$ cat config.mk
export PLATFORM = sky130hd
export DESIGN_NAME = ads_serial_bus
export DESIGN_NICKNAME = d
export VERILOG_FILES = /design/src/rtl/ads_serial_bus.sv
export SDC_FILE = /design/constraint.sdc
export NUM_CORES = 1
export LEC_CHECK = 0
export ABC_AREA = 1
export CORE_MARGIN = 5
export CORE_UTILIZATION = 44
export DETAILED_ROUTE_END_ITERATION = 8
export PLACE_DENSITY = 0.64
export SYNTH_ARGS = -nofsm -noshare
export SYNTH_HDL_FRONTEND = slang
export SYNTH_SLANG_ARGS = --single-unit
$ cat constraint.sdc
create_clock -name clk -period 9.9 [get_ports clk]
set_input_delay 1.98 -clock clk [delete_from_list [all_inputs] [get_ports clk]]
set_output_delay 1.98 -clock clk [all_outputs]
set_load 0.02 [all_outputs]
$ cat src/rtl/ads_serial_bus.sv
// Two-master / three-slave 1-bit serial bus: request capture, fixed-priority
// arbiter with slave-1 split support, address decoder, slave datapaths.
module ads_serial_bus #(
  parameter logic [1:0] M1_ADDR  = 2'b01,
  parameter logic [1:0] M2_ADDR  = 2'b10,
  parameter logic [7:0] M1_WDATA = 8'hA5,
  parameter logic [7:0] M2_WDATA = 8'h3C,
  parameter logic [7:0] S1_RDATA = 8'h11,
  parameter logic [7:0] S2_RDATA = 8'h22,
  parameter logic [7:0] S3_RDATA = 8'h33
) (
  input  logic       clk,
  input  logic       rstn,
  input  logic       m1_ready,
  input  logic       m2_ready,
  input  logic       m1_rw,
  input  logic       m2_rw,
  input  logic       s1_busy,
  output logic [7:0] s1_wdata,
  output logic [7:0] s2_wdata,
  output logic [7:0] s3_wdata,
  output logic [7:0] m1_rdata,
  output logic [7:0] m2_rdata,
  output logic [3:0] arbiter_state,
  output logic [3:0] decoder_state,
  output logic [3:0] slave1_state
);

  typedef enum logic [3:0] {
    ARB_IDLE         = 4'd0,
    ARB_GNT_M1       = 4'd1,
    ARB_GNT_M2       = 4'd2,
    ARB_SPLIT        = 4'd3,
    ARB_SPLIT_GNT_M1 = 4'd4,
    ARB_SPLIT_GNT_M2 = 4'd5
  } arb_t;

  typedef enum logic [3:0] {
    DEC_IDLE  = 4'd0,
    DEC_ADDR  = 4'd1,
    DEC_RW    = 4'd2,
    DEC_WDATA = 4'd3,
    DEC_RDATA = 4'd4,
    DEC_DONE  = 4'd5,
    DEC_ERR   = 4'd6
  } dec_t;

  typedef enum logic [3:0] {
    S1_IDLE  = 4'd0,
    S1_CHECK = 4'd1,
    S1_SPLIT = 4'd2,
    S1_WRITE = 4'd3,
    S1_READ  = 4'd4,
    S1_DONE  = 4'd5
  } s1_t;

  localparam logic [7:0] S_RDATA [3] = '{S1_RDATA, S2_RDATA, S3_RDATA};

  function automatic logic [7:0] rev8(input logic [7:0] v);
    for (int i = 0; i < 8; i++) rev8[i] = v[7-i];
  endfunction

  arb_t arb_q, arb_d;
  dec_t dec_q, dec_d;
  s1_t  s1_q, s1_d;

  logic        m1_req, m2_req;
  logic        split_m1, split_m2;
  logic [2:0]  bit_cnt;
  logic        addr_hi;
  logic [1:0]  route;
  logic [10:0] m1_tx, m2_tx;
  logic [7:0]  m1_rx, m2_rx;
  logic [7:0]  s_rx [3];
  logic [7:0]  s_tx [3];
  logic [7:0]  s_wr [3];

  logic m1_on, m2_on, m1_load, m2_load;
  logic shifting, xfer_end, data_last, split, bus_bit;
  logic m1_eligible, m2_eligible;

  assign m1_on     = (arb_q == ARB_GNT_M1) || (arb_q == ARB_SPLIT_GNT_M1);
  assign m2_on     = (arb_q == ARB_GNT_M2) || (arb_q == ARB_SPLIT_GNT_M2);
  assign m1_load   = ((arb_d == ARB_GNT_M1) || (arb_d == ARB_SPLIT_GNT_M1)) && !m1_on;
  assign m2_load   = ((arb_d == ARB_GNT_M2) || (arb_d == ARB_SPLIT_GNT_M2)) && !m2_on;
  assign shifting  = (dec_q == DEC_ADDR) || (dec_q == DEC_RW) || (dec_q == DEC_WDATA);
  assign xfer_end  = (dec_q == DEC_DONE) || (dec_q == DEC_ERR);
  assign data_last = (bit_cnt == 3'd7);
  assign split     = (s1_q == S1_CHECK) && s1_busy;

  // A master targeting slave 1 must not be granted while a split is outstanding.
  assign m1_eligible = m1_req && !split_m1 && (M1_ADDR != 2'b01);
  assign m2_eligible = m2_req && !split_m2 && (M2_ADDR != 2'b01);

  always_comb begin
    bus_bit = 1'b0;
    if (shifting) begin
      bus_bit = m1_on ? m1_tx[10] : m2_tx[10];
    end else if (dec_q == DEC_RDATA) begin
      case (route)
        2'b01:   bus_bit = s_tx[0][0];
        2'b10:   bus_bit = s_tx[1][0];
        2'b11:   bus_bit = s_tx[2][0];
        default: bus_bit = 1'b0;
      endcase
    end
  end

  always_ff @(posedge clk or posedge rstn) begin
    if (rstn) begin
      arb_q <= ARB_IDLE;
      dec_q <= DEC_IDLE;
      s1_q  <= S1_IDLE;
    end else begin
      arb_q <= arb_d;
      dec_q <= dec_d;
      s1_q  <= s1_d;
    end
  end

  // A pending split owner is re-granted first as soon as slave 1 frees up.
  always_comb begin
    arb_d = arb_q;
    case (arb_q)
      ARB_IDLE: begin
        if (m1_req)      arb_d = ARB_GNT_M1;
        else if (m2_req) arb_d = ARB_GNT_M2;
      end
      ARB_GNT_M1, ARB_GNT_M2: begin
        if (split)         arb_d = ARB_SPLIT;
        else if (xfer_end) arb_d = ARB_IDLE;
      end
      ARB_SPLIT: begin
        if (!s1_busy)                    arb_d = split_m1 ? ARB_GNT_M1 : ARB_GNT_M2;
        else if (split_m1 && m2_eligible) arb_d = ARB_SPLIT_GNT_M2;
        else if (split_m2 && m1_eligible) arb_d = ARB_SPLIT_GNT_M1;
      end
      ARB_SPLIT_GNT_M1, ARB_SPLIT_GNT_M2: begin
        if (xfer_end) arb_d = ARB_SPLIT;
      end
      default: arb_d = ARB_IDLE;
    endcase
  end

  always_comb begin
    dec_d = dec_q;
    case (dec_q)
      DEC_IDLE:  if (m1_on || m2_on) dec_d = DEC_ADDR;
      DEC_ADDR: begin
        if (bit_cnt == 3'd1) dec_d = ({addr_hi, bus_bit} == 2'b00) ? DEC_ERR : DEC_RW;
      end
      DEC_RW: begin
        if (split)        dec_d = DEC_IDLE;
        else if (bus_bit) dec_d = DEC_WDATA;
        else              dec_d = DEC_RDATA;
      end
      DEC_WDATA, DEC_RDATA: if (data_last) dec_d = DEC_DONE;
      DEC_DONE, DEC_ERR:    dec_d = DEC_IDLE;
      default:              dec_d = DEC_IDLE;
    endcase
  end

  always_comb begin
    s1_d = s1_q;
    case (s1_q)
      S1_IDLE: begin
        if (dec_q == DEC_ADDR && dec_d == DEC_RW && {addr_hi, bus_bit} == 2'b01)
          s1_d = S1_CHECK;
      end
      S1_CHECK: begin
        if (s1_busy)      s1_d = S1_SPLIT;
        else if (bus_bit) s1_d = S1_WRITE;
        else              s1_d = S1_READ;
      end
      S1_SPLIT:          if (!s1_busy) s1_d = S1_IDLE;
      S1_WRITE, S1_READ: if (data_last) s1_d = S1_DONE;
      S1_DONE:           s1_d = S1_IDLE;
      default:           s1_d = S1_IDLE;
    endcase
  end

  always_ff @(posedge clk or posedge rstn) begin
    if (rstn) begin
      m1_req   <= 1'b0;
      m2_req   <= 1'b0;
      split_m1 <= 1'b0;
      split_m2 <= 1'b0;
    end else begin
      if (m1_on && xfer_end) m1_req <= 1'b0;
      else if (m1_ready)     m1_req <= 1'b1;
      if (m2_on && xfer_end) m2_req <= 1'b0;
      else if (m2_ready)     m2_req <= 1'b1;
      if (split && m1_on)                          split_m1 <= 1'b1;
      else if (arb_q == ARB_SPLIT && !s1_busy)     split_m1 <= 1'b0;
      if (split && m2_on)                          split_m2 <= 1'b1;
      else if (arb_q == ARB_SPLIT && !s1_busy)     split_m2 <= 1'b0;
    end
  end

  // Frames are shifted MSB-first out of an 11-bit register: addr[1:0], rw, data LSB-first.
  always_ff @(posedge clk or posedge rstn) begin
    if (rstn) begin
      bit_cnt  <= 3'd0;
      addr_hi  <= 1'b0;
      route    <= 2'b00;
      m1_tx    <= '0;
      m2_tx    <= '0;
      m1_rx    <= '0;
      m2_rx    <= '0;
      m1_rdata <= '0;
      m2_rdata <= '0;
      for (int i = 0; i < 3; i++) begin
        s_rx[i] <= '0;
        s_tx[i] <= '0;
        s_wr[i] <= '0;
      end
    end else begin
      bit_cnt <= (dec_d != dec_q) ? 3'd0 : bit_cnt + 3'd1;
      if (dec_q == DEC_ADDR && bit_cnt == 3'd0) addr_hi <= bus_bit;
      if (dec_q == DEC_ADDR && bit_cnt == 3'd1) route <= {addr_hi, bus_bit};

      if (m1_load)                m1_tx <= {M1_ADDR, m1_rw, rev8(M1_WDATA)};
      else if (m1_on && shifting) m1_tx <= {m1_tx[9:0], 1'b0};
      if (m2_load)                m2_tx <= {M2_ADDR, m2_rw, rev8(M2_WDATA)};
      else if (m2_on && shifting) m2_tx <= {m2_tx[9:0], 1'b0};

      if (m1_on && dec_q == DEC_RDATA) begin
        m1_rx <= {bus_bit, m1_rx[7:1]};
        if (data_last) m1_rdata <= {bus_bit, m1_rx[7:1]};
      end
      if (m2_on && dec_q == DEC_RDATA) begin
        m2_rx <= {bus_bit, m2_rx[7:1]};
        if (data_last) m2_rdata <= {bus_bit, m2_rx[7:1]};
      end

      for (int i = 0; i < 3; i++) begin
        if (route == 2'(i + 1)) begin
          if (dec_q == DEC_RW && dec_d == DEC_RDATA) s_tx[i] <= S_RDATA[i];
          else if (dec_q == DEC_RDATA)               s_tx[i] <= {1'b0, s_tx[i][7:1]};
          if (dec_q == DEC_WDATA) begin
            s_rx[i] <= {bus_bit, s_rx[i][7:1]};
            if (data_last) s_wr[i] <= {bus_bit, s_rx[i][7:1]};
          end
        end
      end
    end
  end

  assign s1_wdata      = s_wr[0];
  assign s2_wdata      = s_wr[1];
  assign s3_wdata      = s_wr[2];
  assign arbiter_state = arb_q;
  assign decoder_state = dec_q;
  assign slave1_state  = s1_q;

endmodule

# Word level (Yosys, flattened, before mapping)
# Cells that the tools add are included.
# op_classes
add_sub_neg	1
n_eq_ne	31
muxes	43
n_reduce_logical	59
# op_table
op	count
$mux 4	14
$mux 8	6
$pmux 4 s4	3
$mux 11	4
$eq 4x3->1 const B	9
$eq 4x2->1 const B	8
$logic_and 1x1->1	19
$eq 4x1->1 const B	4
$reduce_and 2->1	8
$reduce_bool 2->1	7
$logic_not 4->1	3
$mux 3	4
$reduce_and 3->1	4
$mux 1	10
$logic_or 1x1->1	8
$reduce_or 2->1	4
$ne 2x2->1 const B	3
$eq 2x1->1 const B	2
$eq 2x2->1 const B	2
$logic_not 1->1	4
$ne 4x4->1	1
$add 3x1->3 const B	1
$eq 3x1->1 const B	1
$eq 3x3->1 const B	1
4 further kinds	4
# totals
wordCells	159
regBits	148

# Longest topological paths before layout
# logic_depth
depth_word	13
depth_mapped	14
depth_no_buf	13

# Worst setup path before layout
# OpenSTA, ideal clock, no wires.
# synth_path
kind	input port to flip-flop
start	input s1_busy
end	register m1_tx[10]
slack_ns	6.988
cell_stages	9
arrival_time_ns	2.799
n_path_buf	1
cell_sequence	inv_1 -> a21oi_1 -> nor2_1 -> nand2_1 -> nand2_1 -> nand3_1 -> buf_4 -> nand2_1 -> inv_1
# synth_between
elab_chain_len	7
word_cells_on_any_way	10
# synth_lines
element	line_no	source
from (decl)	18	input logic s1_busy,
$logic_and 1x1->1	89	assign split = (s1_q == S1_CHECK) && s1_busy;
$mux 4	130	if (split) arb_d = ARB_SPLIT;
$pmux 4 s4 (*)	124	case (arb_q)
named net arb_d[0]	63	arb_t arb_q, arb_d;
$eq 4x1->1 or $eq 4x3->1 (tied branches)	84	assign m1_load = ((arb_d == ARB_GNT_M1) || (arb_d == ARB_SPLIT_GNT_M1)) && !m1_on;
$logic_or 1x1->1 (*)	84	
$logic_and 1x1->1 (*)	84	
$mux 11 or $reduce_bool 2->1 (tied branches)	--	
to (signal assigned)	222	if (m1_load) m1_tx <= {M1_ADDR, m1_rw, rev8(M1_WDATA)};
to (signal assigned)	223	else if (m1_on && shifting) m1_tx <= {m1_tx[9:0], 1'b0};
to (decl)	72	logic [10:0] m1_tx, m2_tx;
# The timed path passes the listed nets; every way through them passes the cells marked *.
# A chain may end at the register's enable or synchronous reset.

# Worst setup path after layout
# layout_path
start	register arb_q[1], in the netlist arbiter_state[1]
end	output arbiter_state[1]
# layout_lines
element	line_no	source
from (decl)	63	
from (signal assigned)	115	arb_q <= arb_d;
to (decl)	24	output logic [3:0] arbiter_state,
# No word-level cell between the ends.

==> results.yml <==
synth:
  synth_cell_type_count: 38
  synthesis.instances: 667
  yosysTopAreaCellShare_pct: 57.18
  syn_area_per_cell_um2: 8.727
  netlist_area_mm2: 0.005821
  yosysTopAreaCell: "dfrtp_1"
  netlist_top_cells_area: "dfrtp_1 (57%), nand2_1 (13%), o21ai_0 (7.5%)"
  ys_seq_area_share_pct: 57.18
  yosysWarnings: 0
  ys_ff_latch: 133
floorplan:
  pin_count: 59
  core-area_mm2: 0.01309
  fp.dieW_um: 125.0
  rows: 42
  dieArea_mm2: 0.01563
  start_util_pct: 44.48
  die_h_um: 125.0
min_path:
  hold-path-cell-count: 2
  hp-start: "s_tx[9]$_DFFE_PP0P_"
  hold_end: "s_tx[9]$_DFFE_PP0P_"
  min_path_type: "reg -> reg"
clock_network:
  cts-htree-levels: 4
  cts_buffers: 17
  clockBufferDepth: 2
  clk_pin_slew_ns: 0.06
  cts_resized: 0
  clock-sinks: 133
  clock_latency_ns: 0.41
  post_cts_buffers: 0
  cts_tree: "built"
  clockRootBuffer: "clkbuf_16"
  cts_hold_buf: 0
flow_run:
  max_cap_viol_count: 0
sta:
  fin_worst_skew_ns: 0.007567
  slew-limit-headroom_pct: 31.27
  worstMarginPinSlew_ns: 1.031
  period_share_pct: 36.48
  final_hold_viol_count: 0
  tns_ns: 0
  setup_viol: 0
  rsz0062_at_grt: "no"
  final.min_clock_period_ns: 3.611
  fmax_ghz: 0.2769
  slew_violations: 0
detailed_routing:
  vias_per_cell: 4.815
  avgRoutedWirePerCell_um: 12.90
  drc_errors: 0
  vias: 4430
  drt_iter0_drc: 351
  first_pass_iters: 4
  postRouteAntennaNets: 0
  wl_mm: 11.86
pwr:
  p_leak_nw: 3.384
  p_clk_share_pct: 41.8
  switchingPower_mw: 0.4127
  pwr-share-comb_pct: 15.7
  seqPwrFrac_pct: 42.6
  power.density_mw_per_mm2: 205.7
  internal_power_mw: 1.054
  netSwitchingFraction_pct: 28.13
  vdd_drop_max_mv: 0.1036
critical_path:
  critPathTopFamily: "buffers and inverters"
  startpoint_type: "register"
  path_buf_inv: 1
  cpPeakStageDelay_ns: 0.67
  slowest_stage: "clkdlybuf4s50_1"
  cp-end-kind: "primary output"
  required_ns: 7.92
  worstReg2RegEnd: "m1_tx[1]$_DFFE_PP0P_"
  r2r-start: "decoder_state[3]$_DFF_PP0_"
  cp_num_cells: 1
  crit_chain: "clkdlybuf4s50_1"
  arrival_ns: 1.63
  worstPathMaxFanout: 8
  ff2ff_setup_slack_ns: 7.45
  crit_type: "reg -> out"
  rr_worst_depth: 10
global_routing:
  antenna_found_initial: 0
  grt_max_degree: 85
  grt_pass1_wl_mm: 20.93
  grt_pass1_vias: 4559
  track_usage_pct: 16.36
  gr-total-overflow: 0
placed_design:
  port_buffers: 57
  dp_cells: 888
  dp_hpwl_mm: 8.349
  gp_congestion: 0.7605
status:
  status: "complete, no violations"
cells_and_area:
  drive_gt1_share_pct: 9.946
  finalNonFillerCells: 920
  multi_input_area_mm2: 0.002081
  seq_area_mm2: 0.003328
  antenna_cells: 0
  nets: 742
  fill_cells: 1208
  synthToLayoutAreaGrowth_pct: 22.53
area by class of cell:
| cell class | instances | share of cell area, % |
|---|---|---|
| clock inverters | 8 | 1.386 |
| flip-flops and latches | 133 | 46.67 |
| inverters | 89 | 4.825 |
| multi-input cells | 432 | 29.18 |
| well taps | 176 | 3.088 |
| clock buffers | 24 | 6.754 |
| repair buffers | 58 | 8.105 |
cells in the final DEF, fill, tap and decap left out, types with 3 or more instances in the layout:
cell type	n
nand2_1	203
dfrtp_1	133
o21ai_0	87
inv_1	78
clkdlybuf4s50_1	57
nor2_1	41
nand3_1	29
clkbuf_16	17
inv_2	9
o21ai_1	8
nor2_2	7
nand2_2	7
nand2_4	6
o21ai_2	5
ha_1	4
clkbuf_1	4
a21oi_1	3
nor3_1	3
o22ai_1	3
a22oi_1	3
conb_1	3
clkbuf_8	3
clkinv_2	3
how the worst max path moves through the flow:
| stage | startpoint | to | slack [ns] |
|---|---|---|---|
| 6_report | arbiter_state[1]$_DFF_PP0_ | arbiter_state[1] | 6.29 |
| 5_1_grt | rstn | s_tx[12]$_DFFE_PP0P_ | 6.21 |
| 4_1_cts | arbiter_state[1]$_DFF_PP0_ | arbiter_state[1] | 6.25 |
| 3_5_place_dp | rstn | s2_wdata[4]$_DFFE_PP0P_ | 5.99 |
| 3_3_place_gp | rstn | s_rx[13]$_DFFE_PP0P_ | 6.02 |
| 2_1_floorplan | rstn | addr_hi$_DFFE_PP0P_ | 4.37 |
cells in the mapped netlist:
cell type and n:
buf_6 1, nand2_1 203, inv_2 9, o21ai_2 5, nor4_1 1, clkbuf_1 8, nand2_2 7, ha_1 4
o22a_1 1, o22ai_1 3, buf_1 1, nor3_1 3, nand2_8 2, a22oi_1 3, mux2i_1 2, inv_1 79
mux2_2 1, buf_4 3, inv_8 1, nor3_2 1, dfrtp_1 133, nor2_1 41, nand2_4 6, nand3_2 1
o21a_1 1, nand3b_1 2, nand4_1 2, nand3_4 2, o211ai_1 1, a21oi_1 3, o21ai_1 8, nor2_2 7
buf_2 2, o21ai_0 87, conb_1 1, a31oi_1 1, nand3_1 29, nor2_4 2
flip-flops by register name, indices dropped and copies added, names as in the netlist, 8 cells and up:
register and flops:
s_tx 17, m1_rdata 8, s2_wdata 8, s_rx 21
m2_tx 9, s1_wdata 8, m1_tx 11, m2_rdata 8
s3_wdata 8
layer usage:
metal	track usage, %	vias up	part of all wire (%)
met3	4.819	17	4.0
li1	-	2239	-
met4	7.143	0	1.7
met5	0	-	0
met1	21.01	2094	47
met2	25.88	80	47
power groups by stage:
stage | Clock (mW) | Combinational (mW) | Sequential, mW
detailed placement | 0 | 0.231 | 0.634
global route | 0.653 | 0.262 | 0.630
global placement | 0 | 0.222 | 0.631
finish | 0.613 | 0.230 | 0.624
CTS | 0.628 | 0.233 | 0.624
floorplan | 0 | 0.162 | 0.634
per-stage QoR:
step	setup WS [ns]	util, %	hold WS, ns	power, mW	area [um^2]
finish	6.289	54.50	0.4721	1.467	7132
global route	6.209	54.50	0.4953	1.545	7132
CTS	6.248	54.50	0.4748	1.484	7132
detailed placement	5.990	50.07	0.4632	0.8648	6551
global placement	6.019	50.07	0.4546	0.8523	6551
floorplan	4.366	-	0.4419	0.7954	5828
cells by family (layout without fill, tap and decap cells):
family	after synthesis	in the layout	synth area share [%]
buffers and inverters	104	179	7.201
AND/OR/NAND/NOR	309	309	23.75
multiplexers	3	3	0.5374
flip-flops	133	133	57.18
other	1	3	0.06443
adder cells (fa/ha/maj)	4	4	0.8599
AO/OA/AOI/OAI	113	113	10.40
No activity file was read; power rests on OpenSTA's default activity.
